### src/rtl/serial_adder16_pkg.sv
// Shared types and constants for the nibble-serial adder.
package serial_adder16_pkg;

   localparam int NIBBLE_W = 4;

   typedef enum logic [1:0] {
      IDLE = 2'd0,
      RUN  = 2'd1,
      DONE = 2'd2
   } state_t;

endpackage

### src/rtl/serial_adder16_adder4_bit.sv
// Purely combinational 4-bit adder slice used once per nibble by serial_adder16.
module adder4_bit
   import serial_adder16_pkg::*;
(
   input  logic [NIBBLE_W-1:0] a,
   input  logic [NIBBLE_W-1:0] b,
   input  logic                carryIn,
   output logic [NIBBLE_W-1:0] sum,
   output logic                carryOut
);

   logic [NIBBLE_W:0] total;

   assign total    = {1'b0, a} + {1'b0, b} + {{NIBBLE_W{1'b0}}, carryIn};
   assign sum      = total[NIBBLE_W-1:0];
   assign carryOut = total[NIBBLE_W];

endmodule

### src/rtl/serial_adder16.sv
// Nibble-serial WIDTH-bit adder with valid/ready handshakes on both sides.
module serial_adder16
   import serial_adder16_pkg::*;
#(
   parameter int WIDTH = 16
) (
   input  logic             clock,
   input  logic             reset,
   input  logic             io_in_valid,
   output logic             io_in_ready,
   input  logic [WIDTH-1:0] io_a,
   input  logic [WIDTH-1:0] io_b,
   input  logic             io_carryIn,
   output logic             io_out_valid,
   input  logic             io_out_ready,
   output logic [WIDTH-1:0] io_sum,
   output logic             io_carryOut
);

   localparam int NNIB  = WIDTH / NIBBLE_W;
   localparam int CNT_W = $clog2(NNIB);
   localparam int IDX_W = $clog2(WIDTH);
   localparam logic [CNT_W-1:0] LAST_NIB = CNT_W'(NNIB - 1);

   state_t state, state_nxt;

   logic [WIDTH-1:0]    a_q, b_q, sum_q;
   logic                carry_q, cout_q;
   logic [CNT_W-1:0]    cnt;
   logic [IDX_W-1:0]    bit_lo;
   logic [NIBBLE_W-1:0] nib_a, nib_b, nib_sum;
   logic                nib_cout;
   logic                accept, last_nib;

   assign bit_lo   = {cnt, 2'b00};
   assign nib_a    = a_q[bit_lo +: NIBBLE_W];
   assign nib_b    = b_q[bit_lo +: NIBBLE_W];
   assign accept   = io_in_valid & io_in_ready;
   assign last_nib = (cnt == LAST_NIB);

   adder4_bit u_adder4 (
      .a        (nib_a),
      .b        (nib_b),
      .carryIn  (carry_q),
      .sum      (nib_sum),
      .carryOut (nib_cout)
   );

   always_ff @(posedge clock or negedge reset) begin
      if (!reset) state <= IDLE;
      else        state <= state_nxt;
   end

   always_comb begin
      state_nxt    = state;
      io_in_ready  = 1'b0;
      io_out_valid = 1'b0;
      case (state)
         IDLE: begin
            io_in_ready = 1'b1;
            if (io_in_valid) state_nxt = RUN;
         end
         RUN: begin
            if (last_nib) state_nxt = DONE;
         end
         DONE: begin
            io_out_valid = 1'b1;
            if (io_out_ready) state_nxt = IDLE;
         end
         default: state_nxt = IDLE;
      endcase
   end

   // Operands are captured only on accept so input changes during RUN are ignored.
   always_ff @(posedge clock or negedge reset) begin
      if (!reset) begin
         a_q     <= '0;
         b_q     <= '0;
         carry_q <= 1'b0;
         cnt     <= '0;
         sum_q   <= '0;
         cout_q  <= 1'b0;
      end else if (accept) begin
         a_q     <= io_a;
         b_q     <= io_b;
         carry_q <= io_carryIn;
         cnt     <= '0;
      end else if (state == RUN) begin
         sum_q[bit_lo +: NIBBLE_W] <= nib_sum;
         carry_q                   <= nib_cout;
         if (last_nib) cout_q <= nib_cout;
         else          cnt    <= cnt + 1'b1;
      end
   end

   assign io_sum      = sum_q;
   assign io_carryOut = cout_q;

endmodule

### config.mk
export PLATFORM = sky130hd
export DESIGN_NAME = serial_adder16
export DESIGN_NICKNAME = d
export VERILOG_FILES = /design/src/rtl/serial_adder16_pkg.sv /design/src/rtl/serial_adder16_adder4_bit.sv /design/src/rtl/serial_adder16.sv
export SDC_FILE = /design/constraint.sdc
export NUM_CORES = 1
export LEC_CHECK = 0
export BUFFER_PORTS_ARGS = -buffer_cell sky130_fd_sc_hd__clkbuf_2
export CORE_MARGIN = 2
export CORE_UTILIZATION = 44
export CTS_BUF_LIST = sky130_fd_sc_hd__clkbuf_2
export CTS_CLUSTER_DIAMETER = 30
export DETAILED_ROUTE_END_ITERATION = 8
export GPL_TIMING_DRIVEN = 1
export PLACE_DENSITY = 0.76
export SYNTH_ARGS = -nofsm -noshare
export SYNTH_HDL_FRONTEND = slang
export SYNTH_HIERARCHICAL = 1
export SYNTH_SLANG_ARGS = --single-unit
### constraint.sdc
create_clock -name clock -period 6.59 [get_ports clock]
set_clock_uncertainty 0.1 [all_clocks]
set_input_delay 1.318 -clock clock [delete_from_list [all_inputs] [get_ports clock]]
set_output_delay 1.318 -clock clock [all_outputs]
set_load 0.03 [all_outputs]
==> impl_metrics.py, run 1 <==
metrics = {
    "route": {
        "remaining_drc_errors": 0,
        "dr.pass1.iters": 4,
        "dr_wl_met3_um": 208,
        "routed_wl_um": 4940,
        "ant_nets": 0,
        "drtIter0Drc": 71,
        "dr_wl_met2_um": 2500,
        "met1Wirelength_um": 2180,
        "vias": 1724,
        "routedWlPerCell_um": 15.2,
        "via_per_inst": 5.29,
        "highest_layer": "met4",
    },
    "floorplanning": {
        "die_h_um": 81.5,
        "core_mm2": 0.00585,
        "dieWidth_um": 81.5,
        "std_cell_rows": 28,
        "start_util_pct": 45.1,
        "ios": 56,
        "die-area_mm2": 0.00664,
    },
    "run_status": {
        "status": "completed",
    },
    "cts": {
        "clock-sinks": 54,
        "root_buffer": "clkbuf_2",
        "hold_buffers": 0,
        "cts_inserted_buffers": 5,
        "clk_latency_ns": 0.47,
        "cts_buffer_depth": 2,
        "cts_setup_buffers": 0,
        "cts_tree": "done",
        "post_cts_resized": 0,
        "cts_max_level": 2,
        "clk_pin_slew_worst_paths_ns": 0.27,
    },
    "global_routing": {
        "grt_overflow_total": 0,
        "grt_pass1_vias": 1792,
        "grt_pass1_wl_um": 8290,
        "grt_usage_pct": 16.3,
        "antenna_found_initial": 0,
        "grt_max_degree": 55,
    },
    "synth": {
        "synth_area_leaders": "dfrtp_1 51%, mux2_2 13%, mux4_2 6.8%",
        "yosysSeqAreaShare_pct": 51.2,
        "syn_avg_cell_area_um2": 13.5,
        "synth_edf_count": 0,
        "yosysTopAreaCellShare_pct": 51.2,
        "synth_ff_type": "dfrtp_1",
        "synth.most_common_cell": "dfrtp_1",
        "synth.top_cells.by_count": "54 x dfrtp_1, 30 x mux2_2, 19 x inv_1",
        "yosysUniqueCellTypes": 38,
        "syn_nets": 242,
        "synth_largest_area_cell": "dfrtp_1",
        "synthCells": 195,
        "synth_area_mm2": 0.00264,
        "synthArstFlopShare_pct": 100,
        "yosys_warnings": 6,
        "synth-seq-cells": 54,
    },
    "sta": {
        "fin_crit_sh_pct": 46.8,
        "setup_slack_ns": 3.50,
        "fmax_mhz": 324,
        "drv_slew": 0,
        "slew-limit-headroom_pct": 50.5,
        "post-route-min-period_ns": 3.09,
        "rsz0062_at_grt": "no",
        "fin_setup_tns_ns": 0,
        "hold_viol": 0,
        "setup_viol": 0,
        "tightest_slew_ns": 0.743,
    },
    "placed_design": {
        "dp_slack_ns": 3.50,
        "io_buffers": 55,
        "hpwl_um": 3670,
        "gp_congestion": 0.810,
    },
    "power": {
        "ir_worst_vdd_mv": 0.282,
        "leakage_nw": 1.38,
        "powerDensity_mw_per_mm2": 569,
    },
    "final_layout": {
        "areaGrowthSynthToFinish_pct": 14.5,
        "antenna_cells": 0,
        "drive_gt1_share_pct": 44.2,
        "nets": 297,
    },
    "worst_setup_path": {
        "path_max_fanout": 17,
        "path_class": "flop to flop",
        "required_ns": 6.86,
        "rr_startpoint": "cnt[0]",
        "startpoint": "cnt[0]",
        "end_kind": "flop",
        "critPathLaunchType": "flop",
        "arrival_ns": 3.36,
    },
    "worst_hold_path": {
        "min_from": "a_q[14]",
        "hp-class": "flop to flop",
    },
    "job": {
        "cap_violations": 0,
    },
}
==> power breakdown <==
group | switching [W] | internal [W]
logic | 0.000519 | 0.000441
registers | 0.000129 | 0.000485
clock network | 0.000115 | 0.0000317
==> stage by stage <==
| step | area [um^2] | hold WS, ns | total power, W | instances | utilization, % |
|---|---|---|---|---|---|
| after global routing | 3030 | 0.457 | 0.00187 | 326 | 51.7 |
| after global placement | 2970 | 0.371 | 0.00156 | 318 | 50.8 |
| after CTS | 3030 | 0.437 | 0.00174 | 326 | 51.7 |
| after detailed placement | 2970 | 0.379 | 0.00160 | 318 | 50.8 |
| final | 3030 | 0.431 | 0.00172 | 326 | 51.7 |
| after floorplan | 2640 | 0.353 | 0.00135 | 195 | - |
==> cells by family after synthesis <==
family	after synthesis	share of synthesized area [%]
simple gates	35	9.29
mux	41	20.9
fa+ha+maj	10	5.31
compound gates	25	7.96
xor+xnor	2	0.663
flops	54	51.2
buf+inv	28	4.74
==> layout by cell type, fill, tap and decap left out, types with 2 or more instances in the layout <==
master / netlist / layout
fa_1: 2 / 2
a32o_1: 4 / 4
and3b_1: 3 / 3
ha_1: 8 / 8
o32ai_1: 11 / 11
mux2_2: 30 / 30
mux2_1: 3 / 3
xnor2_1: 2 / 2
o211ai_1: 2 / 2
nand3_1: 2 / 2
dfrtp_1: 54 / 54
nand2b_1: 6 / 6
nand4bb_1: 2 / 2
o21ai_0: 2 / 2
buf_4: 3 / 2
nand2_1: 11 / 11
inv_1: 19 / 19
mux4_2: 8 / 8
clkbuf_2: 0 / 60
==> final cells by class <==
type | instances | area (um^2)
timing repair buffer | 57 | 290
tap | 75 | 93.8
fill | 516 | 2830
clock buffer | 5 | 25.0
clock inverter | 3 | 28.8
multi-input combinational | 113 | 1160
inverter | 19 | 71.3
sequential | 54 | 1350
==> routing by layer <==
layer | up-vias | track usage, %
met2 | 42 | 27.0
met5 | - | 0
met4 | 0 | 4.58
met1 | 850 | 21.9
met3 | 8 | 3.41
li1 | 824 | -
==> state kept, by name, summed over array words and instances, names as in the netlist <==
register	flops
io_sum	16
cnt	2
a_q	16
carry_q	1
io_carryOut	1
b_q	16
state	2
==> final timing paths <==
path,to,slack [ns],cells after the start
worst max-delay path,io_sum[1],3.50,7
worst min-delay path,a_q[14],0.43,1
worst max register to register,io_sum[1],3.50,7
worst min register to register,a_q[14],0.43,1
max in group asynchronous,a_q[2],5.11,2
min in group asynchronous,io_sum[4],0.81,2
==> worst max-delay path, cell delays in order, from the launching register on <==
cell and delay, ns:
dfrtp_1 0.89, mux4_2 0.62, fa_1 0.45, inv_1 0.09
fa_1 0.42, inv_1 0.15, nand2_1 0.06, o32ai_1 0.23
Note: power is estimated with default switching activity, not from simulation.
==> run 2, diff against run 1 <==
--- a/config.mk
+++ b/config.mk
@@ -5,6 +5,7 @@
 export SDC_FILE = /design/constraint.sdc
 export NUM_CORES = 1
 export LEC_CHECK = 0
+export ABC_AREA = 1
 export BUFFER_PORTS_ARGS = -buffer_cell sky130_fd_sc_hd__clkbuf_2
 export CORE_MARGIN = 2
 export CORE_UTILIZATION = 44
@@ -12,7 +13,7 @@
 export CTS_CLUSTER_DIAMETER = 30
 export DETAILED_ROUTE_END_ITERATION = 8
 export GPL_TIMING_DRIVEN = 1
-export PLACE_DENSITY = 0.76
+export PLACE_DENSITY = 0.75
 export SYNTH_ARGS = -nofsm -noshare
 export SYNTH_HDL_FRONTEND = slang
 export SYNTH_HIERARCHICAL = 1
==> constraint.sdc (replaced) <==
create_clock -name clock -period 3 [get_ports clock]
set_clock_uncertainty 0.1 [all_clocks]
set_input_delay 0.6 -clock clock [delete_from_list [all_inputs] [get_ports clock]]
set_output_delay 0.6 -clock clock [all_outputs]
set_load 0.03 [all_outputs]
==> run 2 against run 1 <==
- sequential cell count did not move
- synthesized area rose by 5.4%
- critical path depth rose by 4
- maximum frequency rose by 21%
- core utilization rose by 1.1 points
- cell area rose by 5.1%
- critical path type unchanged
- largest cell class unchanged
==> impl_metrics.py, run 2 <==
metrics = {
    "run_status": {
        "status": "completed",
    },
    "worst_setup_path": {
        "reg2reg_depth": 11,
        "rr_startpoint": "cnt[0]",
        "end_kind": "flop",
        "critPathLaunchType": "flop",
        "r2r_slack_ns": 0.44,
        "required_ns": 3.30,
        "arrival_ns": 2.86,
        "path_class": "flop to flop",
        "path_max_fanout": 11,
        "worst_r2r_endpoint": "io_sum[5]",
    },
    "synth": {
        "synth_ff_type": "dfrtp_1",
        "yosys_warnings": 6,
        "synth.most_common_cell": "nand2_1",
        "yosysTopAreaCellShare_pct": 48.6,
        "synth_largest_area_cell": "dfrtp_1",
        "syn_nets": 393,
        "yosysSeqAreaShare_pct": 48.6,
        "yosysUniqueCellTypes": 27,
        "synth-seq-cells": 54,
        "synth_area_mm2": 0.00278,
        "synth_edf_count": 0,
        "synthCells": 346,
        "synthArstFlopShare_pct": 100,
        "synth.top_cells.by_count": "136 x nand2_1, 54 x dfrtp_1, 36 x nand3_1",
        "syn_avg_cell_area_um2": 8.04,
        "synth_area_leaders": "dfrtp_1 49%, nand2_1 18%, nand3_1 6.5%",
    },
    "cts": {
        "post_cts_resized": 0,
        "cts_inserted_buffers": 5,
        "clock-sinks": 54,
        "cts_setup_buffers": 0,
        "hold_buffers": 0,
        "cts_buffer_depth": 2,
        "cts_max_level": 2,
        "clk_latency_ns": 0.46,
        "cts_tree": "done",
        "root_buffer": "clkbuf_2",
        "clk_pin_slew_worst_paths_ns": 0.29,
    },
    "final_layout": {
        "mostFrequentLayoutCells": "136 x nand2_1, 60 x clkbuf_2, 54 x dfrtp_1",
        "design_area_mm2": 0.00318,
        "antenna_cells": 0,
        "nets": 443,
        "areaGrowthSynthToFinish_pct": 14.3,
        "drive_gt1_share_pct": 19.6,
        "final_common_cell": "nand2_1",
        "fin_util_pct": 52.8,
        "fill_cells": 590,
    },
    "sta": {
        "hold_viol": 0,
        "setup_viol": 0,
        "fin_crit_sh_pct": 85.3,
        "tightest_slew_ns": 0.888,
        "hold_ws_ns": 0.105,
        "fin_setup_tns_ns": 0,
        "drv_slew": 0,
        "rsz0062_at_grt": "no",
        "slew-limit-headroom_pct": 40.8,
        "fmax_mhz": 391,
        "post-route-min-period_ns": 2.56,
    },
    "route": {
        "ant_nets": 0,
        "via_per_inst": 4.95,
        "drtIter0Drc": 81,
        "vias": 2336,
        "dr.pass1.iters": 5,
        "routed_wl_um": 5880,
        "routedWlPerCell_um": 12.5,
        "remaining_drc_errors": 0,
    },
    "job": {
        "cap_violations": 0,
    },
    "floorplanning": {
        "start_util_pct": 46.2,
        "dieWidth_um": 83.5,
        "die-area_mm2": 0.00698,
        "ios": 56,
        "std_cell_rows": 28,
        "core_mm2": 0.00603,
        "die_h_um": 83.5,
    },
    "global_routing": {
        "grt_usage_pct": 17.7,
        "grt_pass1_vias": 2281,
        "antenna_found_initial": 0,
        "grt_overflow_total": 0,
        "grt_pass1_wl_um": 10200,
        "grt_max_degree": 46,
    },
    "power": {
        "powerDensity_mw_per_mm2": 1230,
        "leakage_nw": 1.80,
        "ir_worst_vdd_mv": 0.617,
    },
    "placed_design": {
        "hpwl_um": 4510,
        "gp_congestion": 0.893,
        "io_buffers": 55,
        "placed_area_mm2": 0.00309,
    },
    "worst_hold_path": {
        "hp-class": "input port to async pin",
    },
}
[run 2: cell types whose count changed after synthesis, sizes merged, moves of 10 or more]
cell and delta:
buf +10, nor2 +28, o32ai -11, nand2 +126, mux2 -33, nand3 +38
[run 2: final cells by class]
| class | instances | area, um^2 | share of cell area, % |
|---|---|---|---|
| sequential | 54 | 1350 | 42.5 |
| multi-input combinational | 249 | 1230 | 38.6 |
| timing repair buffer | 60 | 313 | 9.83 |
| inverter | 26 | 100 | 3.15 |
| tap | 75 | 93.8 | 2.95 |
| clock inverter | 3 | 68.8 | 2.16 |
| clock buffer | 5 | 25.0 | 0.787 |
[run 2: per-layer routing]
layer | track usage (%) | share of wire (%) | wire length [um]
met1 | 23.4 | 47 | 2780
met2 | 28.2 | 45 | 2670
met3 | 4.25 | 4.4 | 260
met4 | 7.18 | 2.9 | 170
met5 | 0 | 0 | 0
[run 2: power breakdown]
group	leakage, nW	switching [W]	internal [W]	total, W
combinational	1.06	0.00143	0.000749	0.00218
sequential	0.681	0.000236	0.00104	0.00128
clock	0.0532	0.000234	0.000226	0.000459
[run 2: worst max-delay path, cell delays in order, from the launching register on]
cell     delay (ns)
dfrtp_1        0.45
buf_4          0.17
o21ai_0        0.19
nand2_1        0.10
fa_1           0.47
inv_1          0.09
fa_1           0.40
inv_1          0.08
inv_1          0.05
nor3_1         0.26
nand2_1        0.10
nand2_1        0.08
[run 2: metrics by stage]
| stage | power [W] | setup slack (ns) | instances |
|---|---|---|---|
| 2_1_floorplan | 0.00298 | 0.496 | 346 |
| 6_report | 0.00391 | 0.441 | 472 |
| 4_1_cts | 0.00393 | 0.469 | 472 |
| 3_3_place_gp | 0.00340 | 0.588 | 464 |
| 3_5_place_dp | 0.00347 | 0.510 | 464 |
| 5_1_grt | 0.00431 | 0.217 | 472 |
[run 2: logic make-up after synthesis]
| logic type | count (synthesis) | synth area share, % |
|---|---|---|
| AND/OR/NAND/NOR | 210 | 32.2 |
| flip-flops | 54 | 48.6 |
| buffers and inverters | 43 | 7.28 |
| AO/OA/AOI/OAI | 28 | 6.56 |
| adder cells (fa/ha/maj) | 10 | 5.04 |
| XOR/XNOR | 1 | 0.315 |
[run 2: how the worst max path moves through the flow]
stage | start | end | slack, ns | cells past startpoint
6_report | cnt[0] | io_sum[5] | 0.44 | 11
5_1_grt | cnt[0] | io_sum[5] | 0.22 | 12
4_1_cts | cnt[0] | io_sum[5] | 0.47 | 11
3_5_place_dp | cnt[0] | io_sum[5] | 0.51 | 11
3_3_place_gp | cnt[0] | io_sum[13] | 0.59 | 12
2_1_floorplan | cnt[0] | io_sum[13] | 0.50 | 14
==> run 3, diff against run 2 <==
--- a/config.mk
+++ b/config.mk
@@ -12,7 +12,7 @@
 export CTS_BUF_LIST = sky130_fd_sc_hd__clkbuf_2
 export CTS_CLUSTER_DIAMETER = 30
 export DETAILED_ROUTE_END_ITERATION = 8
-export GPL_TIMING_DRIVEN = 1
+export GPL_TIMING_DRIVEN = 0
 export PLACE_DENSITY = 0.75
 export SYNTH_ARGS = -nofsm -noshare
 export SYNTH_HDL_FRONTEND = slang
==> run 3 against run 2 <==
- sequential share of layout area shrank 0.72 points
- setup slack lost 0.18 ns
- count of clock-buffer cells in the layout is the same
- critical endpoint is now io_sum[13]
- sequential power shrank 5%
- highest routed layer unchanged
==> impl_metrics.py, run 3 (same netlist as run 2, synthesis figures left out) <==
metrics = {
    "sta": {
        "fin_setup_tns_ns": 0,
        "hold_viol": 0,
        "post-route-min-period_ns": 2.74,
        "rsz0062_at_grt": "no",
        "fmax_mhz": 365,
        "tightest_slew_ns": 0.591,
        "setup_viol": 0,
        "fin_crit_sh_pct": 91.3,
        "drv_slew": 0,
        "slew-limit-headroom_pct": 60.6,
        "hold_ws_ns": 0.0210,
    },
    "global_routing": {
        "grt_overflow_total": 0,
        "grt.met1_usage_pct": 23.3,
        "grt_pass1_vias": 2379,
        "grtUsageMet3_pct": 3.46,
        "grt_pass1_wl_um": 10500,
        "grt_max_degree": 55,
        "antenna_found_initial": 0,
        "grt_usage_pct": 18.3,
        "grt_util_met2_pct": 31.9,
        "grt_busiest_layer": "met2",
    },
    "worst_setup_path": {
        "path_max_fanout": 10,
        "required_ns": 3.30,
        "critPathLaunchType": "flop",
        "end_kind": "flop",
        "path_class": "flop to flop",
        "arrival_ns": 3.03,
        "worst_r2r_endpoint": "io_sum[13]",
        "reg2reg_depth": 15,
        "r2r_slack_ns": 0.26,
        "rr_startpoint": "cnt[0]",
    },
    "route": {
        "routedWlPerCell_um": 12.8,
        "ant_nets": 0,
        "via_per_inst": 4.87,
        "remaining_drc_errors": 0,
        "vias": 2361,
        "dr.pass1.iters": 4,
        "routed_wl_um": 6190,
        "drtIter0Drc": 117,
    },
    "cts": {
        "hold_buffers": 0,
        "cts_tree": "done",
        "root_buffer": "clkbuf_2",
        "cts_inserted_buffers": 5,
        "clk_latency_ns": 0.42,
        "clk_pin_slew_worst_paths_ns": 0.25,
        "cts_max_level": 2,
        "clock-sinks": 54,
        "cts_buffer_depth": 2,
    },
    "floorplanning": {
        "die-area_mm2": 0.00698,
        "die_h_um": 83.5,
        "ios": 56,
        "start_util_pct": 46.2,
        "dieWidth_um": 83.5,
        "core_mm2": 0.00603,
        "std_cell_rows": 28,
    },
    "power": {
        "ir_worst_vdd_mv": 0.523,
        "leakage_nw": 1.83,
        "powerDensity_mw_per_mm2": 1200,
    },
    "final_layout": {
        "areaGrowthSynthToFinish_pct": 16.3,
        "fin_util_pct": 53.7,
        "mostFrequentLayoutCells": "136 x nand2_1, 59 x clkbuf_2, 54 x dfrtp_1",
        "antenna_cells": 0,
        "drive_gt1_share_pct": 21.5,
        "nets": 456,
        "fill_cells": 605,
        "final_common_cell": "nand2_1",
    },
    "placed_design": {
        "hpwl_um": 4700,
        "io_buffers": 54,
        "gp_congestion": 0.858,
    },
    "run_status": {
        "status": "completed",
    },
    "worst_hold_path": {
        "hp-class": "input port to async pin",
    },
    "job": {
        "cap_violations": 0,
    },
}
==> run 3: per-layer routing <==
metal	vias to the layer above	share of wire, %
met5	-	0
met4	0	1.4
met3	11	4.1
met2	55	50
met1	1074	45
li1	1221	-
==> run 3: worst max-delay path by stage <==
| stage | startpoint | slack (ns) | end |
|---|---|---|---|
| floorplan | cnt[0] | 0.50 | io_sum[13] |
| global route | cnt[0] | 0.04 | io_sum[6] |
| global placement | cnt[0] | 0.13 | io_sum[13] |
| finish | cnt[0] | 0.26 | io_sum[13] |
| detailed placement | cnt[0] | 0.05 | io_sum[13] |
| CTS | cnt[0] | 0.07 | io_sum[13] |
==> run 3: final cells by class <==
| cell class | instances | area (um^2) | share of cell area, % |
|---|---|---|---|
| sequential | 54 | 1350 | 41.8 |
| clock buffer | 5 | 25.0 | 0.773 |
| tap | 75 | 93.8 | 2.90 |
| inverter | 26 | 100 | 3.09 |
| clock inverter | 3 | 11.3 | 0.348 |
| buffer | 17 | 109 | 3.36 |
| timing repair buffer | 56 | 298 | 9.20 |
| multi-input combinational | 249 | 1250 | 38.6 |
==> run 3: where the power goes <==
part	switching (W)	internal [W]
Sequential	0.000170	0.00104
Combinational	0.00158	0.000830
Clock	0.000220	0.0000499
Total	0.00197	0.00192
==> run 3: what timing repair did <==
item                                    in CTS  in global routing
pin swaps                                    0                  2
cloned                                       0                  0
endpoints found under the setup margin       1                  4
setup buffers                                0                  1
resized for setup                            1                  6
==> run 3: stage by stage <==
| stage | power, W | area (um^2) | setup WS [ns] | instances |
|---|---|---|---|---|
| 6_report | 0.00389 | 3240 | 0.262 | 485 |
| 5_1_grt | 0.00429 | 3240 | 0.0351 | 485 |
| 4_1_cts | 0.00385 | 3190 | 0.0738 | 483 |
| 3_5_place_dp | 0.00357 | 3150 | 0.0490 | 475 |
| 3_3_place_gp | 0.00346 | 3150 | 0.126 | 475 |
| 2_1_floorplan | 0.00298 | 2780 | 0.496 | 346 |
==> run 3: critical path, stage by stage (launching register included) <==
cell	delay, ns
dfrtp_1	0.41
buf_4	0.17
inv_2	0.07
clkbuf_4	0.20
nor2_1	0.11
nor2_1	0.04
o21ai_0	0.11
nand2_1	0.15
fa_2	0.42
inv_1	0.08
fa_1	0.40
inv_1	0.09
inv_1	0.08
nor3_4	0.15
nand2_1	0.07
nand2_1	0.06
